**src/rtl/pipe_ctrl_pkg.sv**
```systemverilog
// rtl/pipe_ctrl_pkg.sv - shared types, widths and helpers for the pipeline controller
package pipe_ctrl_pkg;

    typedef enum logic [1:0] {
        ST_IDLE     = 2'd0,
        ST_MEM_WAIT = 2'd1,
        ST_MEM_DONE = 2'd2,
        ST_UNUSED   = 2'd3
    } state_t;

    localparam int REG_AW = 5;
    localparam int CNT_W  = 16;
    localparam int TMO_W  = 8;
    localparam logic [TMO_W-1:0] TIMEOUT_MAX = 8'd255;

    function automatic logic [CNT_W-1:0] sat_inc(input logic [CNT_W-1:0] v);
        return (v == {CNT_W{1'b1}}) ? v : v + 1'b1;
    endfunction

endpackage

```
**src/rtl/hazard_detect.sv**
```systemverilog
// rtl/hazard_detect.sv - load-use hazard comparator between ID/EX and IF/ID
module hazard_detect
    import pipe_ctrl_pkg::*;
(
    input  logic              idex_memread_i,
    input  logic [REG_AW-1:0] idex_rt_i,
    input  logic [REG_AW-1:0] ifid_rs_i,
    input  logic [REG_AW-1:0] ifid_rt_i,
    output logic              hazard_o
);

    logic w_rt_nonzero;
    logic w_match;

    // r0 is hardwired to zero, so a load targeting it never creates a dependency
    assign w_rt_nonzero = (idex_rt_i != '0);
    assign w_match      = (idex_rt_i == ifid_rs_i) || (idex_rt_i == ifid_rt_i);
    assign hazard_o     = idex_memread_i && w_rt_nonzero && w_match;

endmodule

```
**src/rtl/pipe_ctrl.sv**
```systemverilog
// rtl/pipe_ctrl.sv - memory-stall FSM, hazard/flush priority and stall statistics
module pipe_ctrl
    import pipe_ctrl_pkg::*;
(
    input  logic              clk_i,
    input  logic              rst_i,
    input  logic              IDEX_MemRead_i,
    input  logic [REG_AW-1:0] IDEX_RegRt_i,
    input  logic [REG_AW-1:0] IFID_RegRs_i,
    input  logic [REG_AW-1:0] IFID_RegRt_i,
    input  logic              branch_taken_i,
    input  logic              jump_i,
    input  logic              EXMEM_MemRead_i,
    input  logic              EXMEM_MemWrite_i,
    input  logic              mem_ack_i,
    output logic              mem_req_o,
    output logic              mem_rdata_en_o,
    output logic              stall_all_o,
    output logic              stall_front_o,
    output logic              IDEX_bubble_o,
    output logic              IFID_flush_o,
    output logic              err_o,
    output logic [CNT_W-1:0]  stall_cnt_o,
    output logic [1:0]        state_o
);

    state_t             r_state;
    state_t             w_next;
    state_t             w_state_eff;
    logic [TMO_W-1:0]   r_tmo;
    logic               r_err;
    logic [CNT_W-1:0]   r_stall_cnt;
    logic               w_memop;
    logic               w_hazard;
    logic               w_stall_all;

    assign w_memop = EXMEM_MemRead_i | EXMEM_MemWrite_i;

    // While reset is held the combinational outputs behave as if already in IDLE
    assign w_state_eff = rst_i ? ST_IDLE : r_state;

    hazard_detect u_hazard_detect (
        .idex_memread_i (IDEX_MemRead_i),
        .idex_rt_i      (IDEX_RegRt_i),
        .ifid_rs_i      (IFID_RegRs_i),
        .ifid_rt_i      (IFID_RegRt_i),
        .hazard_o       (w_hazard)
    );

    always_ff @(posedge clk_i) begin
        if (rst_i) begin
            r_state <= ST_IDLE;
        end else begin
            r_state <= w_next;
        end
    end

    always_comb begin
        w_next = ST_IDLE;
        case (r_state)
            ST_IDLE: begin
                if (w_memop) begin
                    w_next = mem_ack_i ? ST_MEM_DONE : ST_MEM_WAIT;
                end
            end
            ST_MEM_WAIT: begin
                w_next = mem_ack_i ? ST_MEM_DONE : ST_MEM_WAIT;
            end
            ST_MEM_DONE: w_next = ST_IDLE;
            default:     w_next = ST_IDLE;
        endcase
    end

    // MEM_DONE deliberately drops the request so the finished access advances exactly once
    always_comb begin
        w_stall_all = 1'b0;
        case (w_state_eff)
            ST_IDLE:     w_stall_all = w_memop;
            ST_MEM_WAIT: w_stall_all = 1'b1;
            default:     w_stall_all = 1'b0;
        endcase
        mem_req_o      = w_stall_all;
        stall_all_o    = w_stall_all;
        mem_rdata_en_o = mem_ack_i & w_stall_all & EXMEM_MemRead_i;
        stall_front_o  = w_hazard & ~w_stall_all;
        IDEX_bubble_o  = w_hazard & ~w_stall_all;
        IFID_flush_o   = (branch_taken_i | jump_i) & ~w_stall_all & ~w_hazard;
    end

    always_ff @(posedge clk_i) begin
        if (rst_i) begin
            r_tmo       <= '0;
            r_err       <= 1'b0;
            r_stall_cnt <= '0;
        end else begin
            if (w_stall_all) begin
                r_stall_cnt <= sat_inc(r_stall_cnt);
            end
            if (r_state == ST_IDLE && w_next == ST_MEM_WAIT) begin
                r_tmo <= '0;
            end else if (r_state == ST_MEM_WAIT && !mem_ack_i) begin
                // Timeout is only reported; the access keeps waiting for its ack
                if (r_tmo == TIMEOUT_MAX) begin
                    r_err <= 1'b1;
                end else begin
                    r_tmo <= r_tmo + 8'd1;
                end
            end
        end
    end

    assign err_o       = r_err;
    assign stall_cnt_o = r_stall_cnt;
    assign state_o     = r_state;

endmodule

```
**config.mk**
```make
export PLATFORM = sky130hd
export DESIGN_NAME = pipe_ctrl
export DESIGN_NICKNAME = d
export VERILOG_FILES = /design/src/rtl/pipe_ctrl_pkg.sv /design/src/rtl/hazard_detect.sv /design/src/rtl/pipe_ctrl.sv
export SDC_FILE = /design/constraint.sdc
export NUM_CORES = 1
export LEC_CHECK = 0
export CORE_ASPECT_RATIO = 0.6
export CORE_MARGIN = 4
export CORE_UTILIZATION = 47
export CTS_BUF_LIST = sky130_fd_sc_hd__clkbuf_16
export DETAILED_ROUTE_END_ITERATION = 12
export GPL_ROUTABILITY_DRIVEN = 0
export PLACE_DENSITY = 0.8
export SLEW_MARGIN = 0
export SYNTH_ARGS = -nofsm -noshare
export SYNTH_HDL_FRONTEND = slang
export SYNTH_SLANG_ARGS = --single-unit
export TNS_END_PERCENT = 1
```
**constraint.sdc**
```tcl
create_clock -name clk_i -period 2.35 [get_ports clk_i]
set_input_delay 0.47 -clock clk_i [delete_from_list [all_inputs] [get_ports clk_i]]
set_output_delay 0.47 -clock clk_i [all_outputs]
set_load 0.02 [all_outputs]
```
==> flow_summary_export.csv, run 1 <==
group,metric,value,unit
outcome,outcome,"finished, final reports clean",
die,start_util,48.9,%
global_routing,antenna_found_initial,0,
worst_setup_path,required,1880,ps
die,coreArea,0.00324,mm^2
worst_setup_path,worst-path-max-fanout,2,
worst_setup_path,rrSetupSlack,310,ps
pwr,vdd_drop_max,288,uV
route,drt_iter0_drc,78,
sta,finalCriticalPeriod,2270,ps
worst_setup_path,timing.critical_path.buf_inv,3,
logic_synthesis,synthAdderAreaFrac,1.58,%
logic_synthesis,yosysSeqAreaShare,34.1,%
layout,diodes,0,
worst_hold_path,hp-class,"reg -> reg",
sta,finalSetupViolCount,0,
route,wl_per_cell,14.3,um
sta,worstMarginPinSlew,499,ps
logic_synthesis,async_flop_share,0,%
worst_setup_path,cp-end-kind,"output port",
die,die_w,83.0,um
clocking,clk_pin_slew,70,ps
sta,fin_ws,83.1,ps
die,ios,48,
place,dpl.hpwl,3110,um
pwr,leakage,0.930,nW
worst_setup_path,cp_slowest_cell,"clkdlybuf4s50_1",
worst_setup_path,critPathLaunchType,"input pin",
logic_synthesis,synth_top_family_by_area,"simple AND/OR/NAND/NOR gates",
clocking,cts_tree,"built",
logic_synthesis,ys_types,50,
worst_setup_path,arrival,1800,ps
layout,drive_gt1_share,18.9,%
job,drv_cap,0,
sta,hold_violations,0,
clocking,clkSinkCount,27,
logic_synthesis,yosys.area_share.simple,30.8,%
sta,hold_ws,485,ps
global_routing,grt_util_all_layers,18.6,%
logic_synthesis,synthesis.area,0.00159,mm^2
sta,clock.fmax,0.441,GHz
logic_synthesis,yosysWarnings,0,
clocking,clk_latency,260,ps
global_routing,grt_pass1_wl,6620,um
place,dp_worst_setup_slack,-632,ps
route,drt-total-wl,4110,um
place,io_buffers,47,
global_routing,grt_max_degree,21,
logic_synthesis,synth.area.mux_share,3.31,%
logic_synthesis,syn_area_per_cell,8.77,um^2
die,die_h,53.0,um
worst_setup_path,max_stage_delay,420,ps
logic_synthesis,ys.flop_type,"dfxtp_1",
worst_setup_path,crit_chain,"clkdlybuf4s50_1, xor2_1, nor2_1, a22oi_2, buf_4, nor3_4, buf_6",
route,drtPass1Iterations,4,
layout,syn_to_final_growth,48.5,%
logic_synthesis,synth_compound_area_share,18.5,%
route,drc,0,
global_routing,gr-total-overflow,0,
logic_synthesis,ys_ff_latch,27,
layout,nNetsFinal,269,
sta,rsz0062_at_grt,"yes",
global_routing,grt_pass1_vias,1411,
logic_synthesis,synth_fp_nets,206,
logic_synthesis,syn_inst,181,
die,fp-row-count,16,
pwr,power.density,448,mW/mm^2
logic_synthesis,synth_xor_area_share,8.28,%
route,vias,1597,
route,avgViaCountPerCell,5.55,
sta,drv_slew,0,
route,antenna_left,0,
clocking,clock_path_buffers,2,
pwr,p_total,1.06,mW
sta,relSlewSlack,66.5,%
clocking,numCtsBuffers,3,
worst_setup_path,crit_family,"buffers and inverters",
sta,min_period_over_period,96.5,%
logic_synthesis,synth_edf_count,0,
clocking,h-tree-depth,1,
sta,clock_skew,4.58,ps
die,die-area,0.00440,mm^2
clocking,cts-root-buf,"clkbuf_16",
worst_setup_path,crit_type,"in -> out",
[synth_stat cells, drive strengths merged, types with 2 or more instances]
library cell / number / area share, %
mux2i: 3 / 1.9
o31ai: 7 / 3.3
mux2: 2 / 1.4
ha: 2 / 1.6
nor2: 21 / 5.0
nor3: 7 / 2.2
or4: 8 / 3.8
buf: 4 / 1.7
inv: 5 / 1.2
a31oi: 2 / 0.79
nand2: 9 / 2.1
nand4: 4 / 2.9
nor4: 6 / 3.3
nor2b: 4 / 1.6
clkbuf: 2 / 0.47
or3: 2 / 0.79
and4: 3 / 1.7
a21oi: 9 / 2.8
dfxtp: 27 / 34
a211oi: 2 / 0.95
xor2: 12 / 6.6
o21ai: 5 / 1.6
nand2b: 2 / 0.79
nand3: 7 / 2.2
and3: 3 / 1.2
xnor2: 3 / 1.7
a2111oi: 2 / 1.9
[state kept, by name, summed over array words and instances (netlist names)]
| register | cells |
|---|---|
| stall_cnt_o | 16 |
| state_o | 2 |
| r_tmo | 8 |
| err_o | 1 |
[power breakdown]
group / internal [mW] / switching, mW
Clock: 0.232 / 0.168
Combinational: 0.0946 / 0.0856
Sequential: 0.465 / 0.0107
Total: 0.791 / 0.264
[repair_timing]
| item | in CTS | in global routing |
|---|---|---|
| pin swaps | 1 | 5 |
| endpoints found under the setup margin | 6 | 6 |
| resized for setup | 26 | 18 |
| cloned | 0 | 0 |
| setup buffers | 0 | 0 |
| hold buffers | 0 | 0 |
| hold endpoints to repair | 0 | 0 |
[through the flow]
| step | std cells | setup TNS [ps] | cell area (um^2) | util, % |
|---|---|---|---|---|
| 2_1_floorplan | 181 | 0 | 1600 | - |
| 3_3_place_gp | 284 | -3050 | 2220 | 68.4 |
| 3_5_place_dp | 284 | -3200 | 2220 | 68.4 |
| 4_1_cts | 288 | -325 | 2310 | 71.1 |
| 5_1_grt | 288 | -26.1 | 2360 | 72.6 |
| 6_report | 288 | 0 | 2360 | 72.6 |
[routing by layer]
| layer | vias up | GRT usage [%] | share of wire [%] |
|---|---|---|---|
| li1 | 815 | - | - |
| met2 | 45 | 26.6 | 42 |
| met1 | 731 | 28.0 | 51 |
| met3 | 6 | 3.42 | 5.3 |
| met4 | 0 | 4.89 | 1.3 |
| met5 | - | 0 | 0 |
[layout by cell type, fill, tap and decap left out, types with 4 or more instances in the layout]
| cell | synthesis | layout |
|---|---|---|
| xor2_1 | 12 | 11 |
| nor2_1 | 21 | 21 |
| dfxtp_1 | 27 | 27 |
| nand3_1 | 7 | 7 |
| o31ai_1 | 7 | 7 |
| a21oi_1 | 9 | 9 |
| dlymetal6s2s_1 | 0 | 9 |
| nor2b_1 | 4 | 4 |
| or4_1 | 8 | 8 |
| nor3_1 | 7 | 4 |
| inv_1 | 5 | 4 |
| nor4_1 | 5 | 5 |
| clkdlybuf4s50_1 | 0 | 32 |
| buf_4 | 3 | 17 |
| nand2_1 | 9 | 9 |
[logic make-up (layout without fill, tap and decap cells)]
| kind of cell | Yosys count | in the layout |
|---|---|---|
| flip-flops | 27 | 27 |
| multiplexers | 5 | 5 |
| AO/OA/AOI/OAI | 39 | 39 |
| XOR/XNOR | 15 | 15 |
| AND/OR/NAND/NOR | 82 | 82 |
| buffers and inverters | 11 | 73 |
| adder cells (fa/ha/maj) | 2 | 2 |
[tightest hold or removal path, cell delays in order, from the launching register on]
cell	delay (ps)
dfxtp_1	340
a31oi_1	40
nor2_1	70
[path summary, 6_finish.rpt]
check / startpoint / endpoint / depth (start not counted)
worst max register to register: stall_cnt_o[1] / stall_cnt_o[6] / 6
worst max-delay path: IFID_RegRt_i[1] / IDEX_bubble_o / 7
worst min-delay path: err_o / err_o / 2
worst min register to register: err_o / err_o / 2
[final cells by class]
cell class / instances / area (um^2)
multi-input combinational: 143 / 1040
sequential: 27 / 541
clock inverter: 1 / 7.51
tap: 45 / 56.3
inverter: 5 / 18.8
fill: 243 / 887
timing repair buffer: 64 / 614
clock buffer: 3 / 75.1
(Power assumes the default switching activity.)
==> inputs of run 2 (changes only) <==
- PLACE_DENSITY: 0.8 -> 0.79
- SYNTH_HIERARCHICAL: unset -> 1
==> flow_summary_export.csv, run 2 <==
group,metric,value,unit
place,dpl.hpwl,3330,um
layout,nNetsFinal,274,
worst_hold_path,hp-class,"reg -> reg",
logic_synthesis,synth_common_cells,"dfxtp_1 (27), nor2_1 (19), nor3_1 (14)",
global_routing,grt_pass1_wl,7290,um
layout,final_cell_mix,"clkdlybuf4s50_1 (35), dfxtp_1 (27), nor2_1 (19), buf_4 (16), nor3_1 (13)",
logic_synthesis,syn_inst,190,
clocking,numCtsBuffers,3,
pwr,leakage,0.886,nW
clocking,cts-root-buf,"clkbuf_16",
place,placed_cell_area,0.00224,mm^2
layout,syn_to_final_growth,40.0,%
pwr,vdd_drop_max,346,uV
clocking,cts_hold_buf,0,
global_routing,grt_util_all_layers,20.0,%
sta,min_period_over_period,98.2,%
worst_setup_path,required,1880,ps
route,drc,0,
route,antenna_left,0,
logic_synthesis,netlist_top_cells_area,"dfxtp_1 (33%), nor2_1 (4.3%), nor3_1 (4.2%), xor2_1 (4.2%), mux2_2 (4.1%)",
sta,hold_violations,0,
global_routing,grt_max_degree,24,
clocking,h-tree-depth,1,
die,die_w,84.6,um
layout,fin_area,0.00232,mm^2
clocking,clock_path_buffers,2,
logic_synthesis,yosysSeqAreaShare,32.6,%
die,ios,48,
sta,rsz0062_at_grt,"yes",
global_routing,antenna_found_initial,0,
die,die-area,0.00457,mm^2
route,drtPass1Iterations,4,
logic_synthesis,syn_area_per_cell,8.72,um^2
logic_synthesis,ys_ff_latch,27,
logic_synthesis,yosysTopAreaCell,"dfxtp_1",
outcome,outcome,"finished, final reports clean",
die,start_util,49.8,%
job,drv_cap,0,
sta,clock_skew,3.85,ps
logic_synthesis,ys.flop_type,"dfxtp_1",
sta,finalSetupViolCount,0,
pwr,power.density,444,mW/mm^2
logic_synthesis,yosysWarnings,6,
worst_setup_path,r2r_start,"stall_cnt_o[3]",
place,io_buffers,47,
layout,drive_gt1_share,20.2,%
logic_synthesis,ys_types,49,
route,wl_per_cell,15.1,um
sta,worstMarginPinSlew,505,ps
worst_setup_path,arrival,1840,ps
clocking,clk_pin_slew,60,ps
logic_synthesis,yosysMostFrequentCell,"dfxtp_1",
worst_hold_path,hp-start,"err_o",
die,fp-row-count,16,
logic_synthesis,yosysTopAreaCellShare,32.6,%
clocking,post_cts_buffers,0,
clocking,clkSinkCount,27,
logic_synthesis,synth_edf_count,0,
logic_synthesis,synth_fp_nets,215,
route,vias,1614,
logic_synthesis,async_flop_share,0,%
worst_setup_path,cp-end-kind,"output port",
route,drt-total-wl,4420,um
clocking,clk_latency,260,ps
route,drt_iter0_drc,113,
layout,largest_reg_flops,16,
clocking,cts_tree,"built",
die,die_h,54.0,um
layout,final_common_cell,"clkdlybuf4s50_1",
global_routing,grt_pass1_vias,1511,
sta,relSlewSlack,66.0,%
sta,drv_slew,0,
global_routing,gr-total-overflow,0,
logic_synthesis,synthesis.area,0.00166,mm^2
die,coreArea,0.00332,mm^2
worst_setup_path,worst-path-max-fanout,2,
place,dpl.cell_count,289,
route,avgViaCountPerCell,5.51,
layout,stdcell_count,293,
pwr,p_total,1.03,mW
layout,diodes,0,
worst_setup_path,crit_type,"in -> out",
worst_setup_path,crit_start,"IDEX_RegRt_i[4]",
worst_setup_path,critPathLaunchType,"input pin",
sta,clock.fmax,0.433,GHz
sta,finalCriticalPeriod,2310,ps
run 2: cell types whose count changed after synthesis, sizes merged, moves of 5 or more:
| cell | change |
|---|---|
| o21ai | +6 |
| mux2 | +5 |
| nor3 | +7 |
| o31ai | -5 |
run 2: power by group:
part	leakage, nW	total, mW	internal [mW]	switching (mW)
logic	0.625	0.173	0.0903	0.0829
clock network	0.0423	0.381	0.228	0.153
registers	0.218	0.475	0.465	0.0104
total	0.886	1.03	0.783	0.247
run 2: path summary, 6_finish.rpt:
check	end	slack, ps	cells after the start
max	IFID_flush_o	40	6
min	err_o	490	2
max reg2reg	stall_cnt_o[12]	560	4
min reg2reg	err_o	490	2
run 2: through the flow:
stage / utilization (%) / setup WS, ps / hold slack (ps) / setup TNS, ps
after global routing: 69.8 / -6.27 / 541 / -14.6
after global placement: 67.5 / -529 / 464 / -2300
final: 69.8 / 41.2 / 492 / 0
after floorplan: - / 104 / 462 / 0
after detailed placement: 67.5 / -601 / 469 / -2550
after CTS: 69.7 / -38.3 / 484 / -91.9
run 2: cells by family after synthesis:
kind of cell,synth area share [%]
multiplexers,5.59
AO/OA/AOI/OAI,14.7
buffers and inverters,3.40
AND/OR/NAND/NOR,35.8
flip-flops,32.6
XOR/XNOR,6.34
adder cells (fa/ha/maj),1.51
run 2: timing repair:
item	CTS	global route
resized for setup	27	8
endpoints found under the setup margin	6	5
pin swaps	4	0
cloned	0	0
run 2: metal layers:
| metal | vias up | global-route usage, % | share of wire [%] |
|---|---|---|---|
| li1 | 827 | - | - |
| met4 | 0 | 2.11 | 0.23 |
| met5 | - | 0 | 0 |
| met3 | 2 | 3.82 | 6.0 |
| met1 | 735 | 29.4 | 51 |
| met2 | 50 | 31.4 | 43 |
run 2: worst max-delay path, stage by stage:
cell and delay, ps:
dlygate4sd2_1 250, or4_4 540, o21ai_2 160, a21oi_2 50
nor3_1 170, buf_2 190
run 2: final cells by class:
| cell class | instances | area [um^2] |
|---|---|---|
| Inverter | 3 | 11.3 |
| Multi-Input combinational cell | 153 | 1080 |
| Clock inverter | 1 | 3.75 |
| Timing Repair Buffer | 61 | 552 |
| Sequential cell | 27 | 541 |
| Clock buffer | 3 | 75.1 |
| Fill cell | 285 | 1000 |
| Tap cell | 45 | 56.3 |
